`config.mk`:
```
export PLATFORM = sky130hd
export DESIGN_NAME = button_conditioner_flat
export DESIGN_NICKNAME = d
export VERILOG_FILES = /design/src/rtl/button_conditioner_pkg.sv /design/src/rtl/button_conditioner_if.sv /design/src/rtl/btn_channel.sv /design/src/rtl/button_conditioner.sv /design/src/flat_wrapper.sv
export SDC_FILE = /design/constraint.sdc
export NUM_CORES = 1
export LEC_CHECK = 0
export ABC_AREA = 1
export BUFFER_PORTS_ARGS = -buffer_cell sky130_fd_sc_hd__buf_2
export CAP_MARGIN = 5
export CORE_MARGIN = 2
export CORE_UTILIZATION = 40
export DETAILED_ROUTE_END_ITERATION = 6
export PLACE_DENSITY = 0.59
export SYNTH_ARGS = -nofsm -noshare
export SYNTH_HDL_FRONTEND = slang
export SYNTH_SLANG_ARGS = --single-unit
```
`constraint.sdc`:
```
create_clock -name clk -period 1.9 [get_ports clk]
set_input_delay 0.38 -clock clk [delete_from_list [all_inputs] [get_ports clk]]
set_output_delay 0.38 -clock clk [all_outputs]
set_load 0.05 [all_outputs]
```
`src/rtl/button_conditioner_pkg.sv`:
```
// Shared UI constants for the button conditioner: default timings, channel
// state encodings and the counter-width helper.
package button_conditioner_pkg;

    localparam int NUM_BUTTONS        = 4;
    localparam int DEF_DEB_CYCLES     = 500000;    // 10 ms at 50 MHz
    localparam int DEF_REP_DELAY      = 25000000;
    localparam int DEF_REP_PERIOD     = 5000000;
    localparam logic [3:0] DEF_REP_MASK = 4'b1100;

    typedef enum logic [1:0] {
        IDLE   = 2'd0,
        HOLD   = 2'd1,
        REPEAT = 2'd2
    } chan_state_t;

    // One width covers every counter; it only ever has to reach (max - 1).
    function automatic int cnt_width(input int a, input int b, input int c);
        int m;
        m = a;
        if (b > m) m = b;
        if (c > m) m = c;
        return (m < 2) ? 1 : $clog2(m);
    endfunction

endpackage

```
`src/rtl/button_conditioner_if.sv`:
```
// Button-side bundle: raw button levels in, press events and held levels out.
interface button_conditioner_if;
    import button_conditioner_pkg::*;

    logic [NUM_BUTTONS-1:0] Button;
    logic [NUM_BUTTONS-1:0] BP;
    logic [NUM_BUTTONS-1:0] held;

    modport master (output Button, input BP, input held);
    modport slave  (input Button, output BP, output held);
endinterface

```
`src/rtl/btn_channel.sv`:
```
// One button: 2-flop synchronizer, counter debouncer and press/auto-repeat FSM.
module btn_channel
    import button_conditioner_pkg::*;
#(
    parameter int DEB_CYCLES = DEF_DEB_CYCLES,
    parameter int REP_DELAY  = DEF_REP_DELAY,
    parameter int REP_PERIOD = DEF_REP_PERIOD,
    parameter bit REP_EN     = 1'b0,
    parameter int CW         = cnt_width(DEF_DEB_CYCLES, DEF_REP_DELAY, DEF_REP_PERIOD)
) (
    input  logic clk,
    input  logic srst,
    input  logic button,
    output logic req,
    output logic d
);

    localparam logic [CW-1:0] DEB_LAST = CW'(DEB_CYCLES - 1);
    localparam logic [CW-1:0] DLY_LAST = CW'(REP_DELAY - 1);
    localparam logic [CW-1:0] PER_LAST = CW'(REP_PERIOD - 1);

    logic          sync1_reg, s_reg, d_reg;
    logic [CW-1:0] dcnt_reg, rcnt_reg, rcnt_next;
    chan_state_t   state_reg, state_next;

    always_ff @(posedge clk) begin
        if (srst) begin
            sync1_reg <= 1'b0;
            s_reg     <= 1'b0;
            d_reg     <= 1'b0;
            dcnt_reg  <= '0;
            rcnt_reg  <= '0;
            state_reg <= IDLE;
        end else begin
            sync1_reg <= button;
            s_reg     <= sync1_reg;
            // Any return to the current level restarts the stability count.
            if (s_reg == d_reg) begin
                dcnt_reg <= '0;
            end else if (dcnt_reg == DEB_LAST) begin
                d_reg    <= s_reg;
                dcnt_reg <= '0;
            end else begin
                dcnt_reg <= dcnt_reg + 1'b1;
            end
            rcnt_reg  <= rcnt_next;
            state_reg <= state_next;
        end
    end

    always_comb begin
        state_next = state_reg;
        rcnt_next  = rcnt_reg;
        req        = 1'b0;
        case (state_reg)
            IDLE: begin
                rcnt_next = '0;
                if (d_reg) begin
                    req        = 1'b1;
                    state_next = HOLD;
                end
            end
            HOLD: begin
                if (!d_reg) begin
                    state_next = IDLE;
                    rcnt_next  = '0;
                end else if (REP_EN) begin
                    if (rcnt_reg == DLY_LAST) begin
                        req        = 1'b1;
                        rcnt_next  = '0;
                        state_next = REPEAT;
                    end else begin
                        rcnt_next = rcnt_reg + 1'b1;
                    end
                end
            end
            REPEAT: begin
                if (!d_reg) begin
                    state_next = IDLE;
                    rcnt_next  = '0;
                end else if (rcnt_reg == PER_LAST) begin
                    req       = 1'b1;
                    rcnt_next = '0;
                end else begin
                    rcnt_next = rcnt_reg + 1'b1;
                end
            end
            default: begin
                state_next = IDLE;
                rcnt_next  = '0;
            end
        endcase
    end

    assign d = d_reg;

endmodule

```
`src/rtl/button_conditioner.sv`:
```
// Four conditioned buttons feeding a lowest-index-wins arbiter; losing
// requests are simply dropped so BP is never more than one-hot.
module button_conditioner
    import button_conditioner_pkg::*;
#(
    parameter int         DEB_CYCLES = DEF_DEB_CYCLES,
    parameter int         REP_DELAY  = DEF_REP_DELAY,
    parameter int         REP_PERIOD = DEF_REP_PERIOD,
    parameter logic [3:0] REP_MASK   = DEF_REP_MASK
) (
    input  logic               clk,
    input  logic               rst,
    button_conditioner_if.slave bus
);

    localparam int CW = cnt_width(DEB_CYCLES, REP_DELAY, REP_PERIOD);

    logic [NUM_BUTTONS-1:0] req, d, grant;
    logic [NUM_BUTTONS-1:0] bp_reg, held_reg;

    generate
        for (genvar gi = 0; gi < NUM_BUTTONS; gi++) begin : g_chan
            btn_channel #(
                .DEB_CYCLES (DEB_CYCLES),
                .REP_DELAY  (REP_DELAY),
                .REP_PERIOD (REP_PERIOD),
                .REP_EN     (REP_MASK[gi]),
                .CW         (CW)
            ) u_chan (
                .clk    (clk),
                .srst   (rst),
                .button (bus.Button[gi]),
                .req    (req[gi]),
                .d      (d[gi])
            );
        end
    endgenerate

    // Isolate the lowest set bit.
    assign grant = req & (~req + 4'd1);

    always_ff @(posedge clk) begin
        if (rst) begin
            bp_reg   <= '0;
            held_reg <= '0;
        end else begin
            bp_reg   <= grant;
            held_reg <= d;
        end
    end

    assign bus.BP   = bp_reg;
    assign bus.held = held_reg;

endmodule

```
`src/flat_wrapper.sv`:
```
// flat-port wrapper written by rule: the top's interface ports become plain ports
module button_conditioner_flat import button_conditioner_pkg::*;
#(
    parameter int         DEB_CYCLES = DEF_DEB_CYCLES,
    parameter int         REP_DELAY  = DEF_REP_DELAY,
    parameter int         REP_PERIOD = DEF_REP_PERIOD,
    parameter logic [3:0] REP_MASK   = DEF_REP_MASK
)
  (clk, rst, bus_Button, bus_BP, bus_held);
  button_conditioner_if bus_i ();
  input  logic clk;
  input  logic rst;
  input wire logic [$bits(bus_i.Button)-1:0] bus_Button;
  output wire logic [$bits(bus_i.BP)-1:0] bus_BP;
  output wire logic [$bits(bus_i.held)-1:0] bus_held;
  assign bus_i.Button = bus_Button;
  assign bus_BP = bus_i.BP;
  assign bus_held = bus_i.held;
  button_conditioner #(.DEB_CYCLES(DEB_CYCLES), .REP_DELAY(REP_DELAY), .REP_PERIOD(REP_PERIOD), .REP_MASK(REP_MASK)) u_core (.clk(clk), .rst(rst), .bus(bus_i));
endmodule
```
==> results of run 1 <==
through the flow:
step / area (sq um) / instances / hold slack (ns) / setup slack (ns)
finish: 10200 / 1632 / 0.158 / 0.182
detailed placement: 9540 / 1599 / 0.397 / 0.170
CTS: 10200 / 1631 / 0.147 / 0.134
global placement: 9540 / 1599 / 0.390 / 0.181
global route: 10200 / 1632 / 0.152 / 0.0114
floorplan: 9090 / 1302 / 0.388 / 0.351
power groups by stage:
stage | clock (uW) | sequential [uW] | combinational (uW)
6_report | 3750 | 3730 | 116
5_1_grt | 4010 | 3730 | 134
4_1_cts | 3860 | 3730 | 118
3_5_place_dp | 0 | 3810 | 117
3_3_place_gp | 0 | 3810 | 115
2_1_floorplan | 0 | 3810 | 84.9
path summary, 6_finish.rpt:
kind	depth (start not counted)	endpoint	slack, ns	from
max	7	u_core.g_chan[3].u_chan.dcnt_reg[4]	0.18	u_core.g_chan[3].u_chan.dcnt_reg[0]
min	3	u_core.g_chan[1].u_chan.sync1_reg	0.16	bus_Button[1]
max reg2reg	7	u_core.g_chan[3].u_chan.dcnt_reg[4]	0.18	u_core.g_chan[3].u_chan.dcnt_reg[0]
min reg2reg	2	u_core.g_chan[0].u_chan.s_reg	0.40	u_core.g_chan[0].u_chan.sync1_reg
synth_stat cells, types with 7 or more instances:
cell type and number:
xor2_1 47, nand4_1 35, nor2_1 232, nor2_4 7
nor3b_1 7, nand3_1 89, nand2_2 15, dfxtp_1 176
ha_1 16, nor3_1 58, buf_6 10, xnor2_1 21
a21oi_1 57, nand2_1 260, o21ai_0 12, inv_1 185
nor2_2 9, nor3_2 11, nor4_1 11
worst min-delay path: cells and delay by family:
kind                   cells  cell delay, ns
buffers and inverters      2            0.11
and+or+nand+nor            1            0.06
cells by family (layout without fill, tap and decap cells):
logic type / count (synthesis) / after routing / synth area share
flip-flops: 176 / 176 / 0.388
buffers and inverters: 204 / 249 / 0.0935
AND/OR/NAND/NOR: 760 / 760 / 0.386
AO/OA/AOI/OAI: 78 / 78 / 0.0452
adder cells (fa/ha/maj): 16 / 16 / 0.0220
XOR/XNOR: 68 / 68 / 0.0655
repair_timing:
item                                    in CTS  in global routing
endpoints found under the setup margin       0                 16
gates resized for setup                      0                  0
buffers inserted                             0                  1
routing by layer:
metal  share of wire  wire, um  vias to the layer above  global-route usage
li1                -         -                     4194                   -
met1            0.50      9470                     3434               0.221
met2            0.45      8430                      124               0.272
met3           0.034       644                       19              0.0311
met4           0.015       274                        0              0.0525
met5               0         0                        -                   0
cell type report:
type / count / share of cell area
timing repair buffer: 29 / 0.0243
sequential: 176 / 0.346
multi-input combinational: 922 / 0.463
tap: 285 / 0.0350
clock inverter: 15 / 0.0205
inverter: 188 / 0.0693
clock buffer: 17 / 0.0418
==> Implementation_results.wiki, run 1 <==
{| class="wikitable"
! Metric !! Value
|-
| Status || completed
|-
| RSZ-0062 raised after global routing || no
|-
| Mapped Avg Cell Area || 6.98 sq um
|-
| # setup viols final || 0
|-
| Die boundary height || ~150 um
|-
| Area of the multi-input gates || 4710 sq um
|-
| Number of filler instances in the final layout || 2321
|-
| Crit Path Max Fanout || 24
|-
| Register Area || about 3500 sq um
|-
| Number of iterations in the first detailed-routing pass || 5
|-
| Family with the most delay on the worst path || simple AND/OR/NAND/NOR gates
|-
| Ys Warns || 0
|-
| Final core utilization || 0.454
|-
| Clk buf depth || 2
|-
| Max-slew violation count || 0
|-
| Most frequent cells in the layout || 260 x nand2_1, 232 x nor2_1, 185 x inv_1, 176 x dfxtp_1, 89 x nand3_1
|-
| Ratio of routed vias to standard cells || 4.76
|-
| Number of hold violations in the final report || 0
|-
| TritonCTS clock tree || built
|-
| Final setup skew || approximately 0.011 ns
|-
| Number of design rule violations left after detail routing || 0
|-
| Final Power || 7600 uW
|-
| Layout Area Growth over Synthesis || 12.0%
|-
| Starting Density || 0.405
|-
| Kind of critical path || flop to flop
|-
| Ports placed on the boundary || 14
|-
| Cell type with the highest aggregate area in the netlist || dfxtp_1
|-
| Lkg Pwr || 0.00357 uW
|-
| Main flop type after synthesis || dfxtp_1
|-
| Initial antenna violation count || 0
|-
| Most frequent standard cell in the layout excluding fill and tap cells || nand2_1
|-
| Clock tree sinks || 176
|-
| Top-area cell type share of the netlist area || 0.388
|-
| Global-route wire length before repair || 32.9 mm
|-
| Final WL || about 19 mm
|-
| Number of inserted diodes || 0
|-
| Switch Pwr || between 1500 and 2000 uW
|-
| Input/output buffers || 13
|-
| Part of the power in registers || 0.490
|-
| Critical path data required time || 2.22 ns
|-
| CTS clk-pin slew, worst paths || approximately 0.060 ns
|-
| Count of unique library cells instantiated by Yosys || 39
|-
| Clock latency on the worst-skew pair || 0.43 ns
|-
| Die Area || 23900 sq um
|-
| EDFF count, synth || 0
|-
| Number of storage elements in the synthesis netlist || 176
|-
| Cell-internal power || 5970 uW
|-
| Die span in x || roughly 150 um
|-
| Fraction of power consumed by the clock network || 0.494
|-
| Vias after detailed routing || 7771
|-
| Share of synthesized area occupied by flip-flops and latches || 0.388
|-
| TNS Setup || 0 ns
|-
| Mapped Cells || between 1000 and 1500
|-
| All-Layer GR Usage || 0.166
|-
| Reported max-cap violation count || 0
|-
| Sort of element at the start of the critical path || flop
|-
| Logic gate share of total power || 0.015
|-
| Post-route minimum period || approximately 1.7 ns
|-
| Number of buffer and inverter stages on the critical path || 1
|-
| Data arrival time of the critical path || just over 2 ns
|-
| Number of hold-repair buffers added at the cts stage || 0
|-
| Transition at the pin with the smallest max-transition slack || 0.449 ns
|-
| Final net count || 1356
|-
| Maximum number of pins on one net before global-route repair || 26
|-
| FFs w/ async S/R, synth || 0
|-
| Final clock period utilization by the worst path || 0.904
|-
| Fraction of power spent switching nets || 0.214
|-
| Number of nets produced by synthesis || 1324
|-
| Number of cell rows || 55
|-
| Detailed router's first-iteration violation count || 482
|-
| Clk Tree Root Cell || clkbuf_16
|-
| Maximum frequency from static timing analysis || 582 MHz
|-
| Layout cell share with drive strength beyond 1 || 0.0921
|-
| Flip-flop count of the largest register, all copies and words added || 100
|-
| Cell area power density || 746 nW/um^2
|-
| Post-detailed-route count of antenna-violating nets || 0
|-
| Worst stage delay on the critical path || 0.38 ns
|-
| Worst hold path type || input pin to flop
|-
| Worst path cell trace || ha_1, nand3_2, nor3_1, nand4_1, nand2_2, buf_12, nor3b_1
|-
| H-tree depth || 4
|-
| Vias in the first global route || 7212
|-
| Endpoint kind of the worst setup timing path || flop
|-
| Top area cells in the synthesized netlist || dfxtp_1 39%, nand2_1 11%, nor2_1 9.6%
|-
| Final RePlAce weighted congestion || 0.868
|-
| Average wire length per cell after detail routing || roughly 12 um
|-
| Crit path max-delay cell type || dfxtp_1
|-
| IR Drop Worst-Case VDD || 651 uV
|-
| Standard cell core area || 22400 sq um
|-
| CTS Buf Count || 17
|-
| Total standard cell area after synthesis || 9090 sq um
|-
| Detailed-placement wirelength estimate || between 10 and 15 mm
|-
| Final global-route overflow total || 0
|-
| Worst slew slack as a fraction of its limit || 0.699
|}
No activity file was read; power rests on OpenSTA's default activity.
==> run 2, diff against run 1 <==
Settings changed: CORE_MARGIN 2 to 4, GPL_TIMING_DRIVEN set to 0.
==> Implementation_results.wiki, run 2 (synthesis gave the netlist of run 1 again) <==
{| class="wikitable"
! Metric !! Value
|-
| Maximum frequency from static timing analysis || 562 MHz (was 582 MHz)
|-
| Status || completed (unchanged)
|-
| Vias after detailed routing || 7895 (was 7771)
|-
| Flip-flop count of the largest register, all copies and words added || 100 (unchanged)
|-
| Final setup skew || 0.0124 ns (was 0.0112 ns)
|-
| Initial antenna violation count || 0 (unchanged)
|-
| CTS clk-pin slew, worst paths || 0.06 ns (about the same)
|-
| H-tree depth || 4 (unchanged)
|-
| Part of the power in registers || 0.496 (was 0.490)
|-
| Cell area power density || 735 nW/um^2 (was 746 nW/um^2)
|-
| Fraction of power spent switching nets || 0.207 (was 0.214)
|-
| Final core utilization || 0.463 (was 0.454)
|-
| TritonCTS clock tree || built (unchanged)
|-
| Number of hold-repair buffers added at the cts stage || 0 (unchanged)
|-
| Post-route minimum period || 1.78 ns (was 1.72 ns)
|-
| IR Drop Worst-Case VDD || 456 uV (was 651 uV)
|-
| Number of buffer and inverter stages on the critical path || 2 (was 1)
|-
| Worst stage delay on the critical path || 0.36 ns (was 0.38 ns)
|-
| # setup viols final || 0 (unchanged)
|-
| Detailed-placement wirelength estimate || 14.8 mm (was 13.9 mm)
|-
| Vias in the first global route || 7445 (was 7212)
|-
| Area of all placed cells without fillers || 10200 sq um (about the same)
|-
| Crit Path Max Fanout || 10 (was 24)
|-
| Die boundary height || 159 um (was 155 um)
|-
| Final clock period utilization by the worst path || 0.936 (was 0.904)
|-
| Most frequent cells in the layout || 259 x nand2_1, 232 x nor2_1, 185 x inv_1, 173 x dfxtp_1, 89 x nand3_1 (was 260 x nand2_1, 232 x nor2_1, 185 x inv_1, 176 x dfxtp_1, 89 x nand3_1)
|-
| Clock latency on the worst-skew pair || 0.44 ns (was 0.43 ns)
|-
| Number of inserted diodes || 0 (unchanged)
|-
| Endpoint kind of the worst setup timing path || flop (unchanged)
|-
| Ports placed on the boundary || 14 (unchanged)
|-
| Worst hold path type || input pin to flop (unchanged)
|-
| Final hold slack || 0.167 ns (was 0.158 ns)
|-
| Final global-route overflow total || 0 (unchanged)
|-
| Number of cell rows || 54 (was 55)
|-
| Final WL || 19.7 mm (was 18.8 mm)
|-
| Number of design rule violations left after detail routing || 0 (unchanged)
|-
| Clk Tree Root Cell || clkbuf_16 (unchanged)
|-
| Cell-internal power || 5970 uW (about the same)
|-
| Most frequent standard cell in the layout excluding fill and tap cells || nand2_1 (unchanged)
|-
| Average wire length per cell after detail routing || 12.1 um (was 11.5 um)
|-
| Starting Density || 0.411 (was 0.405)
|-
| Most prevalent standard cell on the critical path || nand2_1
|-
| Number of standard cells in the layout, taps in and fillers out || 1635 (was 1632)
|-
| Data arrival time of the critical path || 2.11 ns (was 2.03 ns)
|-
| Family with the most delay on the worst path || simple AND/OR/NAND/NOR gates (unchanged)
|-
| RSZ-0062 raised after global routing || no (unchanged)
|-
| Post-detailed-placement cell area || 9500 sq um (was 9540 sq um)
|-
| Reported max-cap violation count || 0 (unchanged)
|-
| Crit path max-delay cell type || dfxtp_2 (was dfxtp_1)
|-
| Detailed router's first-iteration violation count || 401 (was 482)
|-
| Layout Area Growth over Synthesis || 12.6% (was 12.0%)
|-
| Final net count || 1364 (was 1356)
|-
| Maximum number of pins on one net before global-route repair || 17 (was 26)
|-
| Post-detailed-route count of antenna-violating nets || 0 (unchanged)
|-
| Logic gate share of total power || 0.015 (about the same)
|-
| Clock tree sinks || 176 (unchanged)
|-
| Sort of element at the start of the critical path || flop (unchanged)
|-
| Number of hold violations in the final report || 0 (unchanged)
|-
| Input/output buffers || 13 (unchanged)
|-
| Ratio of routed vias to standard cells || 4.83 (was 4.76)
|-
| Clk buf depth || 2 (unchanged)
|-
| Switch Pwr || 1560 uW (was 1620 uW)
|-
| Number of iterations in the first detailed-routing pass || 4 (was 5)
|-
| Global-route wire length before repair || 34.2 mm (was 32.9 mm)
|-
| Layout cell share with drive strength beyond 1 || 0.100 (was 0.0921)
|-
| Die span in x || 159 um (was 155 um)
|-
| Lkg Pwr || 0.00359 uW (was 0.00357 uW)
|-
| Critical path data required time || 2.23 ns (was 2.22 ns)
|-
| CTS Buf Count || 17 (unchanged)
|-
| All-Layer GR Usage || 0.159 (was 0.166)
|-
| Worst slew slack as a fraction of its limit || 0.594 (was 0.699)
|-
| Die Area || 25200 sq um (was 23900 sq um)
|-
| Transition at the pin with the smallest max-transition slack || 0.605 ns (was 0.449 ns)
|-
| Standard cell core area || 22100 sq um (was 22400 sq um)
|-
| Kind of critical path || flop to flop (unchanged)
|-
| Max-slew violation count || 0 (unchanged)
|-
| # placed instances || 1595 (was 1599)
|-
| Worst path cell trace || ha_2, nand2_1, inv_1, nand2_1, nor3_4, nand2_1, nand3_4, buf_6, nor2_1 (was ha_1, nand3_2, nor3_1, nand4_1, nand2_2, buf_12, nor3b_1)
|-
| TNS Setup || 0 ns (unchanged)
|-
| Final RePlAce weighted congestion || 0.841 (was 0.868)
|-
| Fraction of power consumed by the clock network || 0.489 (was 0.494)
|}
==> run 2: cell types whose count changed in the layout (fill, tap and decap cells not counted), sizes merged <==
cell and change:
inv -3, clkbuf +9, buf +5, clkinvlp -5
bufinv -1, clkinv +3
==> run 2: per-layer routing <==
metal	share of wire	track usage	vias up
li1	-	-	4215
met1	0.50	0.211	3540
met2	0.45	0.261	115
met3	0.031	0.0334	25
met4	0.016	0.0501	0
met5	0	0	-
==> run 2: timing repair <==
| item | in CTS | in global routing |
|---|---|---|
| resized for setup | 4 | 10 |
| cloned | 0 | 0 |
| pin swaps | 1 | 3 |
| setup endpoints to repair | 40 | 103 |
| setup buffers | 1 | 7 |
==> run 2: layout make-up <==
type                       count  area (sq um)
buffer                        16           144
multi-input combinational    922          4760
tap                          280           350
clock inverter                 9           130
sequential                   176          3530
clock buffer                  23           488
inverter                     188           706
fill                        2288         11900
timing repair buffer          21           125
==> run 2: power groups by stage <==
stage               Combinational, uW  Sequential, uW  Clock [uW]
detailed placement                114            3810           0
global route                      133            3730        3940
global placement                  114            3810           0
floorplan                        84.9            3810           0
CTS                               116            3730        3770
finish                            116            3730        3680
==> run 2: per-stage QoR <==
| step | power (uW) | setup slack (ns) |
|---|---|---|
| finish | 7520 | 0.121 |
| global route | 7800 | 0.000716 |
| CTS | 7610 | 0.00397 |
| detailed placement | 3930 | -0.116 |
| global placement | 3930 | -0.0976 |
| floorplan | 3890 | 0.351 |
==> run 2: path summary, 6_finish.rpt <==
check / slack, ns / startpoint / cells past startpoint / to
hold / removal: 0.17 / bus_Button[3] / 3 / u_core.g_chan[3].u_chan.sync1_reg
setup reg to reg: 0.12 / u_core.g_chan[2].u_chan.dcnt_reg[0] / 9 / u_core.g_chan[2].u_chan.dcnt_reg[0]
hold reg to reg: 0.40 / u_core.g_chan[1].u_chan.sync1_reg / 2 / u_core.g_chan[1].u_chan.s_reg
setup / recovery: 0.12 / u_core.g_chan[2].u_chan.dcnt_reg[0] / 9 / u_core.g_chan[2].u_chan.dcnt_reg[0]
==> run 2: worst min-delay path, cell delays in order <==
cell and delay (ns):
buf_2 0.11, inv_1 0.05, nor2_1 0.03
==> run 3, diff against run 2 <==
Settings changed: PLACE_DENSITY 0.59 to 0.61, SYNTH_HIERARCHICAL set to 1.
Clock period 1.9 ns to 1.55 ns, I/O delays scaled along.
==> Implementation_results.wiki, run 3 <==
{| class="wikitable"
! Metric !! Value
|-
| Status || complete, but fails checks (was completed)
|-
| Violated checks || setup timing
|-
| Worst min-delay path startpoint || bus_Button[0] (was bus_Button[3])
|-
| Data arrival time of the critical path || 1.91 ns (was 2.11 ns)
|-
| Maximum frequency from static timing analysis || 629 MHz (was 562 MHz)
|-
| Final net count || 1496 (was 1364)
|-
| Mapped Avg Cell Area || 6.86 sq um (was 6.98 sq um)
|-
| Cell area power density || 787 nW/um^2 (was 735 nW/um^2)
|-
| Number of hold violations in the final report || 0 (unchanged)
|-
| All-Layer GR Usage || 0.163 (was 0.159)
|-
| Standard cell core area || 23500 sq um (was 22100 sq um)
|-
| Worst Hold Endpoint || u_core/g_chan[0].u_chan/sync1_reg (was u_core.g_chan[3].u_chan.sync1_reg)
|-
| Critical R2R Launch || u_core/g_chan[3].u_chan/dcnt_reg[16] (was u_core.g_chan[2].u_chan.dcnt_reg[0])
|-
| Ys Warns || 6 (was 0)
|-
| FF-to-FF setup slack || -0.04 ns (was 0.12 ns)
|-
| Fraction of power spent switching nets || 0.197 (was 0.207)
|-
| Maximum number of pins on one net before global-route repair || 19 (was 17)
|-
| Logic gate share of total power || 0.019 (was 0.015)
|-
| Crit path max-delay cell type || dfxtp_1 (was dfxtp_2)
|-
| Ratio of routed vias to standard cells || 4.69 (was 4.83)
|-
| Layout cell share with drive strength beyond 1 || 0.230 (was 0.100)
|-
| Die boundary height || 163 um (was 159 um)
|-
| Post-detailed-placement cell area || 10000 sq um (was 9500 sq um)
|-
| Input/output buffers || 13 (unchanged)
|-
| Clk buf depth || 2 (unchanged)
|-
| Detailed-placement wirelength estimate || 15.2 mm (was 14.8 mm)
|-
| Endpoint kind of the worst setup timing path || flop (unchanged)
|-
| Final global-route overflow total || 0 (unchanged)
|-
| Post-detailed-route count of antenna-violating nets || 0 (unchanged)
|-
| Count leader, synth || nand2_1 (unchanged)
|-
| CTS Buf Count || 17 (unchanged)
|-
| Die Area || 26500 sq um (was 25200 sq um)
|-
| Worst stage delay on the critical path || 0.39 ns (was 0.36 ns)
|-
| Vias in the first global route || 8020 (was 7445)
|-
| Lkg Pwr || 0.00402 uW (was 0.00359 uW)
|-
| IR Drop Worst-Case VDD || 589 uV (was 456 uV)
|-
| Reported max-cap violation count || 0 (unchanged)
|-
| Flip-flop count of the largest register, all copies and words added || 100 (unchanged)
|-
| Final WL || 21.4 mm (was 19.7 mm)
|-
| Count of unique library cells instantiated by Yosys || 37 (was 39)
|-
| Total standard cell area after synthesis || 9570 sq um (was 9090 sq um)
|-
| Number of iterations in the first detailed-routing pass || 5 (was 4)
|-
| Number of cell rows || 56 (was 54)
|-
| Area of all placed cells without fillers || 11700 sq um (was 10200 sq um)
|-
| Critical path data required time || 1.87 ns (was 2.23 ns)
|-
| Most frequent cells in the layout || 324 x nand2_1, 216 x nor2_1, 185 x inv_1, 144 x dfxtp_1, 85 x nor2_2 (was 259 x nand2_1, 232 x nor2_1, 185 x inv_1, 173 x dfxtp_1, 89 x nand3_1)
|-
| Number of storage elements in the synthesis netlist || 176 (unchanged)
|-
| Top-area cell type share of the netlist area || 0.368 (was 0.388)
|-
| Layout Area Growth over Synthesis || 21.9% (was 12.6%)
|-
| Share of synthesized area occupied by flip-flops and latches || 0.368 (was 0.388)
|-
| Transition at the pin with the smallest max-transition slack || 0.446 ns (was 0.605 ns)
|-
| Clock tree sinks || 176 (unchanged)
|-
| Number of hold-repair buffers added at the cts stage || 0 (unchanged)
|-
| Crit Path Max Fanout || 5 (was 10)
|-
| Switch Pwr || 1810 uW (was 1560 uW)
|-
| H-tree depth || 4 (unchanged)
|-
| Number of design rule violations left after detail routing || 0 (unchanged)
|-
| Initial antenna violation count || 0 (unchanged)
|-
| Clk Tree Root Cell || clkbuf_16 (unchanged)
|-
| Kind of critical path || flop to flop (unchanged)
|-
| Most frequent standard cell in the layout excluding fill and tap cells || nand2_1 (unchanged)
|-
| Part of the power in registers || 0.497 (was 0.496)
|-
| Worst path cell trace || nand2_1, inv_1, nand3_1, nor3_4, nand3_2, nand2_4, buf_12, buf_8, nor2_1 (was ha_2, nand2_1, inv_1, nand2_1, nor3_4, nand2_1, nand3_4, buf_6, nor2_1)
|-
| Die span in x || 163 um (was 159 um)
|-
| Number of inserted diodes || 0 (unchanged)
|-
| Cell-internal power || 7360 uW (was 5970 uW)
|-
| Final setup skew || 0.0123 ns (was 0.0124 ns)
|-
| Cell type with the highest aggregate area in the netlist || dfxtp_1 (unchanged)
|-
| Average wire length per cell after detail routing || 11.8 um (was 12.1 um)
|-
| Detailed router's first-iteration violation count || 418 (was 401)
|-
| Post-route minimum period || 1.59 ns (was 1.78 ns)
|-
| Worst hold path type || input pin to flop (unchanged)
|-
| Max-slew violation count || 0 (unchanged)
|-
| Worst slew slack as a fraction of its limit || 0.700 (was 0.594)
|-
| EDFF count, synth || 0 (unchanged)
|-
| TritonCTS clock tree || built (unchanged)
|-
| Ports placed on the boundary || 14 (unchanged)
|-
| End of the worst register-to-register path || u_core/g_chan[3].u_chan/dcnt_reg[5] (was u_core.g_chan[2].u_chan.dcnt_reg[0])
|-
| Number of instances on the worst hold path || 3 (unchanged)
|-
| FFs w/ async S/R, synth || 0 (unchanged)
|-
| Post-layout worst setup margin || -0.0394 ns (was 0.121 ns)
|-
| Number of standard cells in the layout, taps in and fillers out || 1804 (was 1635)
|-
| Path depth of the worst reg2reg path || 9 (unchanged)
|-
| # setup viols final || 57 (was 0)
|-
| Final Power || 9170 uW (was 7520 uW)
|-
| Number of nets produced by synthesis || 1417 (was 1324)
|-
| Starting Density || 0.408 (was 0.411)
|-
| Sort of element at the start of the critical path || flop (unchanged)
|-
| # placed instances || 1727 (was 1595)
|-
| Final RePlAce weighted congestion || 0.892 (was 0.841)
|-
| Clock latency on the worst-skew pair || 0.42 ns (was 0.44 ns)
|-
| Mapped Cells || 1395 (was 1302)
|-
| Final hold slack || 0.0907 ns (was 0.167 ns)
|-
| Top area cells in the synthesized netlist || dfxtp_1 37%, nand2_1 13%, nor2_1 10% (was dfxtp_1 39%, nand2_1 11%, nor2_1 9.6%)
|-
| Main flop type after synthesis || dfxtp_1 (unchanged)
|-
| Vias after detailed routing || 8456 (was 7895)
|-
| Final clock period utilization by the worst path || 1.03 (was 0.936)
|-
| Fraction of power consumed by the clock network || 0.485 (was 0.489)
|-
| Most used standard cells in the synthesized netlist || 337 x nand2_1, 258 x nor2_1, 187 x inv_1 (was 260 x nand2_1, 232 x nor2_1, 185 x inv_1)
|-
| CTS clk-pin slew, worst paths || 0.06 ns (about the same)
|-
| RSZ-0062 raised after global routing || yes (was no)
|-
| Global-route wire length before repair || 36.1 mm (was 34.2 mm)
|}
==> run 3: cell types whose count changed in the layout (fill, tap and decap cells not counted), sizes merged, moves of 4 or more <==
| cell | change |
|---|---|
| nor2 | +73 |
| nor3b | -6 |
| inv | +4 |
| xor2 | +5 |
| nand3 | -4 |
| clkinv | -4 |
| nor4 | -11 |
| nand2 | +76 |
| clkbuf | +4 |
| nor3 | -37 |
| a21oi | -5 |
| nand3b | +8 |
| buf | +36 |
==> run 3: how the worst max path moves through the flow <==
stage,startpoint,endpoint,slack [ns],depth (start not counted)
global placement,u_core/g_chan[2].u_chan/rcnt_reg[0],u_core/bus.BP[3],-0.39,10
global route,u_core/g_chan[2].u_chan/rcnt_reg[1],u_core/bus.BP[3],-0.13,10
floorplan,u_core/g_chan[2].u_chan/rcnt_reg[0],u_core/g_chan[2].u_chan/rcnt_reg[0],0.05,9
finish,u_core/g_chan[3].u_chan/dcnt_reg[16],u_core/g_chan[3].u_chan/dcnt_reg[5],-0.04,9
CTS,u_core/g_chan[3].u_chan/dcnt_reg[1],u_core/g_chan[3].u_chan/dcnt_reg[17],-0.11,10
detailed placement,u_core/g_chan[2].u_chan/rcnt_reg[0],u_core/bus.BP[3],-0.39,10
==> run 3: routing by layer <==
metal	part of all wire	wire (um)	GRT usage
met5	0	0	0
met2	0.48	10200	0.278
met1	0.47	10100	0.209
met4	0.017	359	0.0576
met3	0.034	716	0.0266
==> run 3: logic make-up (layout without fill, tap and decap cells) <==
family | Yosys count | count (layout) | share of synthesized area
flops | 176 | 176 | 0.368
fa+ha+maj | 16 | 16 | 0.0209
xor+xnor | 73 | 73 | 0.0668
buf+inv | 206 | 296 | 0.0955
compound gates | 70 | 70 | 0.0429
simple gates | 854 | 854 | 0.405
==> run 3: stage by stage <==
stage / setup TNS, ns / worst slack, ns / util
3_3_place_gp: -22.65 / -0.390 / 0.427
4_1_cts: -2.35 / -0.115 / 0.472
2_1_floorplan: 0 / 0.0477 / -
3_5_place_dp: -23.47 / -0.390 / 0.427
6_report: -1.27 / -0.0394 / 0.497
5_1_grt: -5.80 / -0.125 / 0.497
==> run 3: power groups by stage <==
stage / sequential (uW) / clock, uW / combinational, uW
floorplan: 4660 / 0 / 102
global placement: 4670 / 0 / 137
detailed placement: 4670 / 0 / 137
CTS: 4560 / 4590 / 164
global route: 4550 / 4750 / 193
finish: 4560 / 4440 / 172
==> run 3: layout make-up <==
type                            instances  area (sq um)
Timing Repair Buffer                   61           539
Fill cell                            2329         11800
Buffer                                 13           205
Tap cell                              319           399
Sequential cell                       176          3580
Clock buffer                           26           509
Multi-Input combinational cell       1013          5600
Clock inverter                          4          98.8
Inverter                              192           723
==> run 3: critical path, delay by kind of cell, from the launching register on <==
family	cells	cell delay [ns]
buffers and inverters	3	0.35
DFF	1	0.39
and+or+nand+nor	6	0.74
==> run 3: repair_timing <==
action,in CTS,in global routing
endpoints found under the hold margin,0,0
endpoints found under the setup margin,148,147
gates cloned,2,4
gates resized for setup,61,112
pin swaps,15,35
buffers inserted,23,23
